`config.mk`:
```
export PLATFORM = sky130hd
export DESIGN_NAME = dac_serial_tx
export DESIGN_NICKNAME = d
export VERILOG_FILES = /design/src/rtl/dac_tx_pkg.sv /design/src/rtl/dac_serial_tx_sclk_tick_gen.sv /design/src/rtl/dac_serial_tx.sv
export SDC_FILE = /design/constraint.sdc
export NUM_CORES = 1
export LEC_CHECK = 0
export ABC_AREA = 1
export CORE_ASPECT_RATIO = 1.2
export CORE_UTILIZATION = 30
export DETAILED_ROUTE_END_ITERATION = 10
export HOLD_SLACK_MARGIN = 0.05
export PLACE_DENSITY = 0.5
export SLEW_MARGIN = 20
export SYNTH_ARGS = -nofsm -noshare
export SYNTH_HDL_FRONTEND = slang
export SYNTH_SLANG_ARGS = --single-unit
```
`constraint.sdc`:
```
create_clock -name clock_In -period 2 [get_ports clock_In]
set_input_delay 0.2 -clock clock_In [delete_from_list [all_inputs] [get_ports clock_In]]
set_output_delay 0.2 -clock clock_In [all_outputs]
set_load 0.01 [all_outputs]
```
`src/rtl/dac_tx_pkg.sv`:
```
// Shared types and constants for the DAC serial transmitter.
package dac_tx_pkg;

    typedef enum logic [2:0] {
        ST_IDLE  = 3'd0,
        ST_SETUP = 3'd1,
        ST_LOW   = 3'd2,
        ST_HIGH  = 3'd3,
        ST_HOLD  = 3'd4
    } dac_state_e;

    localparam int unsigned FRAME_BITS  = 16;
    localparam int unsigned SAMPLE_BITS = 12;

    localparam logic [1:0] PD_NORMAL = 2'b00;
    localparam logic [1:0] PD_1K     = 2'b01;
    localparam logic [1:0] PD_100K   = 2'b10;
    localparam logic [1:0] PD_HIZ    = 2'b11;

endpackage

```
`src/rtl/dac_serial_tx_sclk_tick_gen.sv`:
```
// Phase timer: ticks on the last cycle of a CLK_DIV (or 2*CLK_DIV when hold) long phase.
module sclk_tick_gen #(
    parameter int unsigned CLK_DIV = 4
) (
    input  logic clock_In,
    input  logic Reset,
    input  logic reload,
    input  logic hold,
    output logic tick
);

    localparam int unsigned CW = (2 * CLK_DIV > 1) ? $clog2(2 * CLK_DIV) : 1;

    logic [CW-1:0] cnt_q, cnt_d, limit;

    assign limit = hold ? CW'(2 * CLK_DIV - 1) : CW'(CLK_DIV - 1);
    assign tick  = !reload && (cnt_q == limit);
    // Every tick ends a phase, so the count restarts at each state change.
    assign cnt_d = (reload || tick) ? '0 : cnt_q + CW'(1);

    always_ff @(posedge clock_In or negedge Reset) begin
        if (!Reset) begin
            cnt_q <= '0;
        end else begin
            cnt_q <= cnt_d;
        end
    end

endmodule

```
`src/rtl/dac_serial_tx.sv`:
```
// Serialises 12-bit samples into 16-bit Sync-framed words for the board DAC.
module dac_serial_tx
    import dac_tx_pkg::*;
#(
    parameter int unsigned CLK_DIV = 4
) (
    input  logic                   clock_In,
    input  logic                   Reset,
    input  logic [SAMPLE_BITS-1:0] sample_in,
    input  logic [1:0]             mode_in,
    input  logic                   sample_valid,
    output logic                   sample_ready,
    output logic                   Sync,
    output logic                   Sclk_DAC,
    output logic                   Data_DAC,
    output logic                   done,
    output logic [SAMPLE_BITS-1:0] Dac
);

    dac_state_e             state_q, state_d;
    logic [FRAME_BITS-1:0]  shift_q, shift_d;
    logic [3:0]             bit_q, bit_d;
    logic [SAMPLE_BITS-1:0] sample_q, sample_d;
    logic                   tick;

    sclk_tick_gen #(
        .CLK_DIV (CLK_DIV)
    ) u_tick (
        .clock_In (clock_In),
        .Reset    (Reset),
        .reload   (state_q == ST_IDLE),
        .hold     (state_q == ST_HOLD),
        .tick     (tick)
    );

    always_comb begin
        state_d  = state_q;
        shift_d  = shift_q;
        bit_d    = bit_q;
        sample_d = sample_q;
        unique case (state_q)
            ST_IDLE: begin
                if (sample_valid) begin
                    state_d  = ST_SETUP;
                    shift_d  = {2'b00, mode_in, sample_in};
                    sample_d = sample_in;
                    bit_d    = '0;
                end
            end
            ST_SETUP: if (tick) state_d = ST_LOW;
            ST_LOW: begin
                if (tick) begin
                    if (bit_q == 4'(FRAME_BITS - 1)) begin
                        state_d = ST_HOLD;
                    end else begin
                        state_d = ST_HIGH;
                        bit_d   = bit_q + 4'd1;
                        shift_d = {shift_q[FRAME_BITS-2:0], 1'b0};
                    end
                end
            end
            ST_HIGH: if (tick) state_d = ST_LOW;
            ST_HOLD: if (tick) state_d = ST_IDLE;
            default: state_d = ST_IDLE;
        endcase
    end

    // Outputs are registered from next-state values so they align with the state register.
    always_ff @(posedge clock_In or negedge Reset) begin
        if (!Reset) begin
            state_q      <= ST_IDLE;
            shift_q      <= '0;
            bit_q        <= '0;
            sample_q     <= '0;
            sample_ready <= 1'b1;
            Sync         <= 1'b1;
            Sclk_DAC     <= 1'b1;
            Data_DAC     <= 1'b0;
            done         <= 1'b0;
            Dac          <= '0;
        end else begin
            state_q      <= state_d;
            shift_q      <= shift_d;
            bit_q        <= bit_d;
            sample_q     <= sample_d;
            sample_ready <= (state_d == ST_IDLE);
            Sync         <= (state_d == ST_IDLE) || (state_d == ST_HOLD);
            Sclk_DAC     <= (state_d != ST_LOW);
            Data_DAC     <= ((state_d == ST_SETUP) || (state_d == ST_LOW) ||
                             (state_d == ST_HIGH)) && shift_d[FRAME_BITS-1];
            done         <= (state_q == ST_HOLD) && (state_d == ST_IDLE);
            if ((state_q == ST_HOLD) && (state_d == ST_IDLE)) begin
                Dac <= sample_q;
            end
        end
    end

endmodule

```
==> impl_metrics.tcl <==
set metrics [dict create \
    rsz_0062_raised_after_global_routing "false" \
    fillCellCount 745 \
    slew_viol_final 0 \
    initial_utilization_pct 31.4 \
    die-area_um2 8030 \
    clkTransAtPathRegs_ns 0.10 \
    cts_made_buffers 5 \
    syn_area_per_cell_um2 9.71 \
    critPathMaxStageDelay_ns 0.39 \
    timing.critical_path.slowest_stage_cell "dfrtp_1" \
    outcome "finished clean" \
    ys_types 29 \
    routed_wl_um 4670 \
    antenna_cells_inserted 0 \
    grt_pass1_vias 1649 \
    rows 34 \
    max_slew.worst_pin.slew_ns 0.417 \
    multi_input_area_um2 753 \
    tritoncts_clock_tree "built" \
    timing.critical_path.max_delay_family "simple AND/OR/NAND/NOR gates" \
    cp-start-kind "flop" \
    synth-main-ff-cell "dfrtp_1" \
    layout_min_cycle_time_ns 1.75 \
    insertion_delay_ns 0.31 \
    area.growth.synth_to_final_pct 24.4 \
    detailed_route_via_count 1690 \
    buffer_ports.inserted 33 \
    die_width_um 81.9 \
    cts-root-buf "clkbuf_8" \
    worstPathMaxFanout 12 \
    avgRoutedWirePerCell_um 12.7 \
    worst_ep_required_time_ns 2.20 \
    count_of_endpoints_failing_hold_in_the_final_timing_report 0 \
    synth-async-reset-ratio_pct 100 \
    number_of_enable_type_register_cells_in_the_synthesized_netlist 0 \
    leakage_power_nw 1.44 \
    initialDrtViolationCount 59 \
    fmaxAchievable_mhz 571 \
    synth.yosys.warnings 0 \
    cts-root-to-sink-buffers 2 \
    die_h_um 97.9 \
    hold_path_class "in2async" \
    io_pins 34 \
    post_synth_inst_count 237 \
    final.setup_skew_ns 0.00754 \
    antenna_found_initial 0 \
    mostFrequentLayoutCell "nand2_1" \
    netlist_area_um2 2300 \
    drt_drc_violations_left 0 \
    vdd.ir_drop.worst_mv 0.271 \
    global_route.usage.total_pct 13.0 \
    cp.buffers_inverters 3 \
    max_cap_viol_count 0 \
    max_slew_margin_pct 72.2 \
    detailedRoute.firstPassIterationCount 4 \
    crit_path_top_cell_by_count "nand2_1" \
    htree_num_levels 2 \
    timing.critical_path.cells "ha_1, nand2_1, nor2_1, inv_1, nand2_1, inv_1, nor3_1, nor2_2, buf_4, nand4_1, nand2_1" \
    grt_pass1_wl_um 8060 \
    critical_path_arrival_ns 1.95 \
    finalWeightedCongestion 0.782 \
    endpoint_kind "flop" \
    area_of_the_core_region_um2 7320 \
    ys_ff_latch 55 \
    hpwl_um 3420 \
    most-common-layout-cells "nand2_1 (77), dfrtp_1 (52), clkdlybuf4s50_1 (32)" \
    route.antenna.remaining_nets 0 \
    layout.nets 297 \
    largest_net_degree_at_the_start_of_global_routing 29 \
    tns_ns 0 \
    drive_gt1_share_pct 10.8 \
    global_route_congestion_overflow_total 0 \
    critical_path_class "reg2reg" \
    syn_nets 256 \
    vias_per_cell 4.58 \
    utilization_pct 39.1 \
    finalCritPeriodShare_pct 87.6 \
    clock_sink_count 55 \
    setup_viol_count_final 0 \
    seqCellArea_um2 1380 \
    power_density_nw_per_um2 621 \
    ys_seq_area_share_pct 60.0 \
]
[power breakdown]
part           internal, W   total, W  switching, W  leakage, nW
registers          0.00111    0.00111             0        0.665
clock network     0.000246   0.000606      0.000360       0.0412
logic            0.0000324  0.0000591     0.0000266        0.735
[layout make-up]
class	count	share of cell area, %
multi-input cells	142	26.3
well taps	90	3.94
flip-flops and latches	55	48.2
inverters	32	4.29
repair buffers	42	14.3
clock inverters	2	0.437
clock buffers	6	2.54
[cells in the mapped netlist, types with 2 or more instances]
cell type | instances | area share (%)
a21oi_1 | 2 | 0.44
buf_2 | 2 | 0.44
buf_6 | 2 | 0.98
clkbuf_1 | 4 | 0.65
dfrtp_1 | 52 | 57
dfstp_2 | 3 | 3.4
ha_1 | 2 | 1.1
inv_1 | 31 | 5.1
nand2_1 | 77 | 13
nand3_1 | 5 | 1.1
nand3_4 | 2 | 1.5
nand4_1 | 12 | 3.3
nor2_1 | 10 | 1.6
nor2_2 | 3 | 0.82
nor2_4 | 2 | 0.98
nor3_1 | 2 | 0.44
o21ai_0 | 2 | 0.44
o221ai_1 | 13 | 4.9
[repair_timing]
item                                   in CTS  in global routing
endpoints found under the hold margin      14                  0
hold buffers                                1                  0
buffers inserted                            0                  0
resized for setup                           0                  2
setup endpoints to repair                   0                 15
[path summary, 6_finish.rpt]
check	start	end	slack, ns	cells after the start
max in group asynchronous	Reset	sample_ready	1.07	3
worst min register to register	u_tick.cnt_q[0]	u_tick.cnt_q[0]	0.44	1
worst min-delay path	Reset	sample_q[10]	0.35	2
min in group clock_In	u_tick.cnt_q[0]	u_tick.cnt_q[0]	0.44	1
worst max register to register	bit_q[0]	Dac[11]	0.25	11
worst max-delay path	bit_q[0]	Dac[11]	0.25	11
[cells by family after synthesis]
family,after synthesis,synth area share [%]
compound gates,23,7.78
fa+ha+maj,2,1.09
buf+inv,40,7.29
flops,55,60.0
simple gates,117,23.9
[registers in the layout, summed over array words and instances, names as in the netlist]
signal        flops
Dac              12
Data_DAC          1
Sclk_DAC          1
Sync              1
bit_q             4
done              1
sample_q         12
sample_ready      1
shift_q          16
state_q           3
u_tick.cnt_q      3
[routing by layer]
layer	part of all wire (%)	vias up	GRT usage, %	routed length [µm]
met5	0	-	0	0
met4	0.54	0	4.45	25
met3	3.0	3	2.34	139
met2	46	29	18.9	2130
met1	51	802	19.1	2380
li1	-	856	-	-
[through the flow]
| step | hold WS [ns] | instances | instance area [µm²] | power [W] | setup WS (ns) |
|---|---|---|---|---|---|
| 3_3_place_gp | 0.163 | 360 | 2760 | 0.00119 | 0.192 |
| 6_report | 0.349 | 369 | 2860 | 0.00178 | 0.247 |
| 4_1_cts | 0.354 | 369 | 2860 | 0.00180 | 0.177 |
| 2_1_floorplan | -0.0956 | 237 | 2300 | 0.00113 | 0.331 |
| 3_5_place_dp | 0.162 | 360 | 2760 | 0.00119 | 0.188 |
| 5_1_grt | 0.399 | 369 | 2860 | 0.00185 | 0.0260 |
No activity file was read; power rests on OpenSTA's default activity.
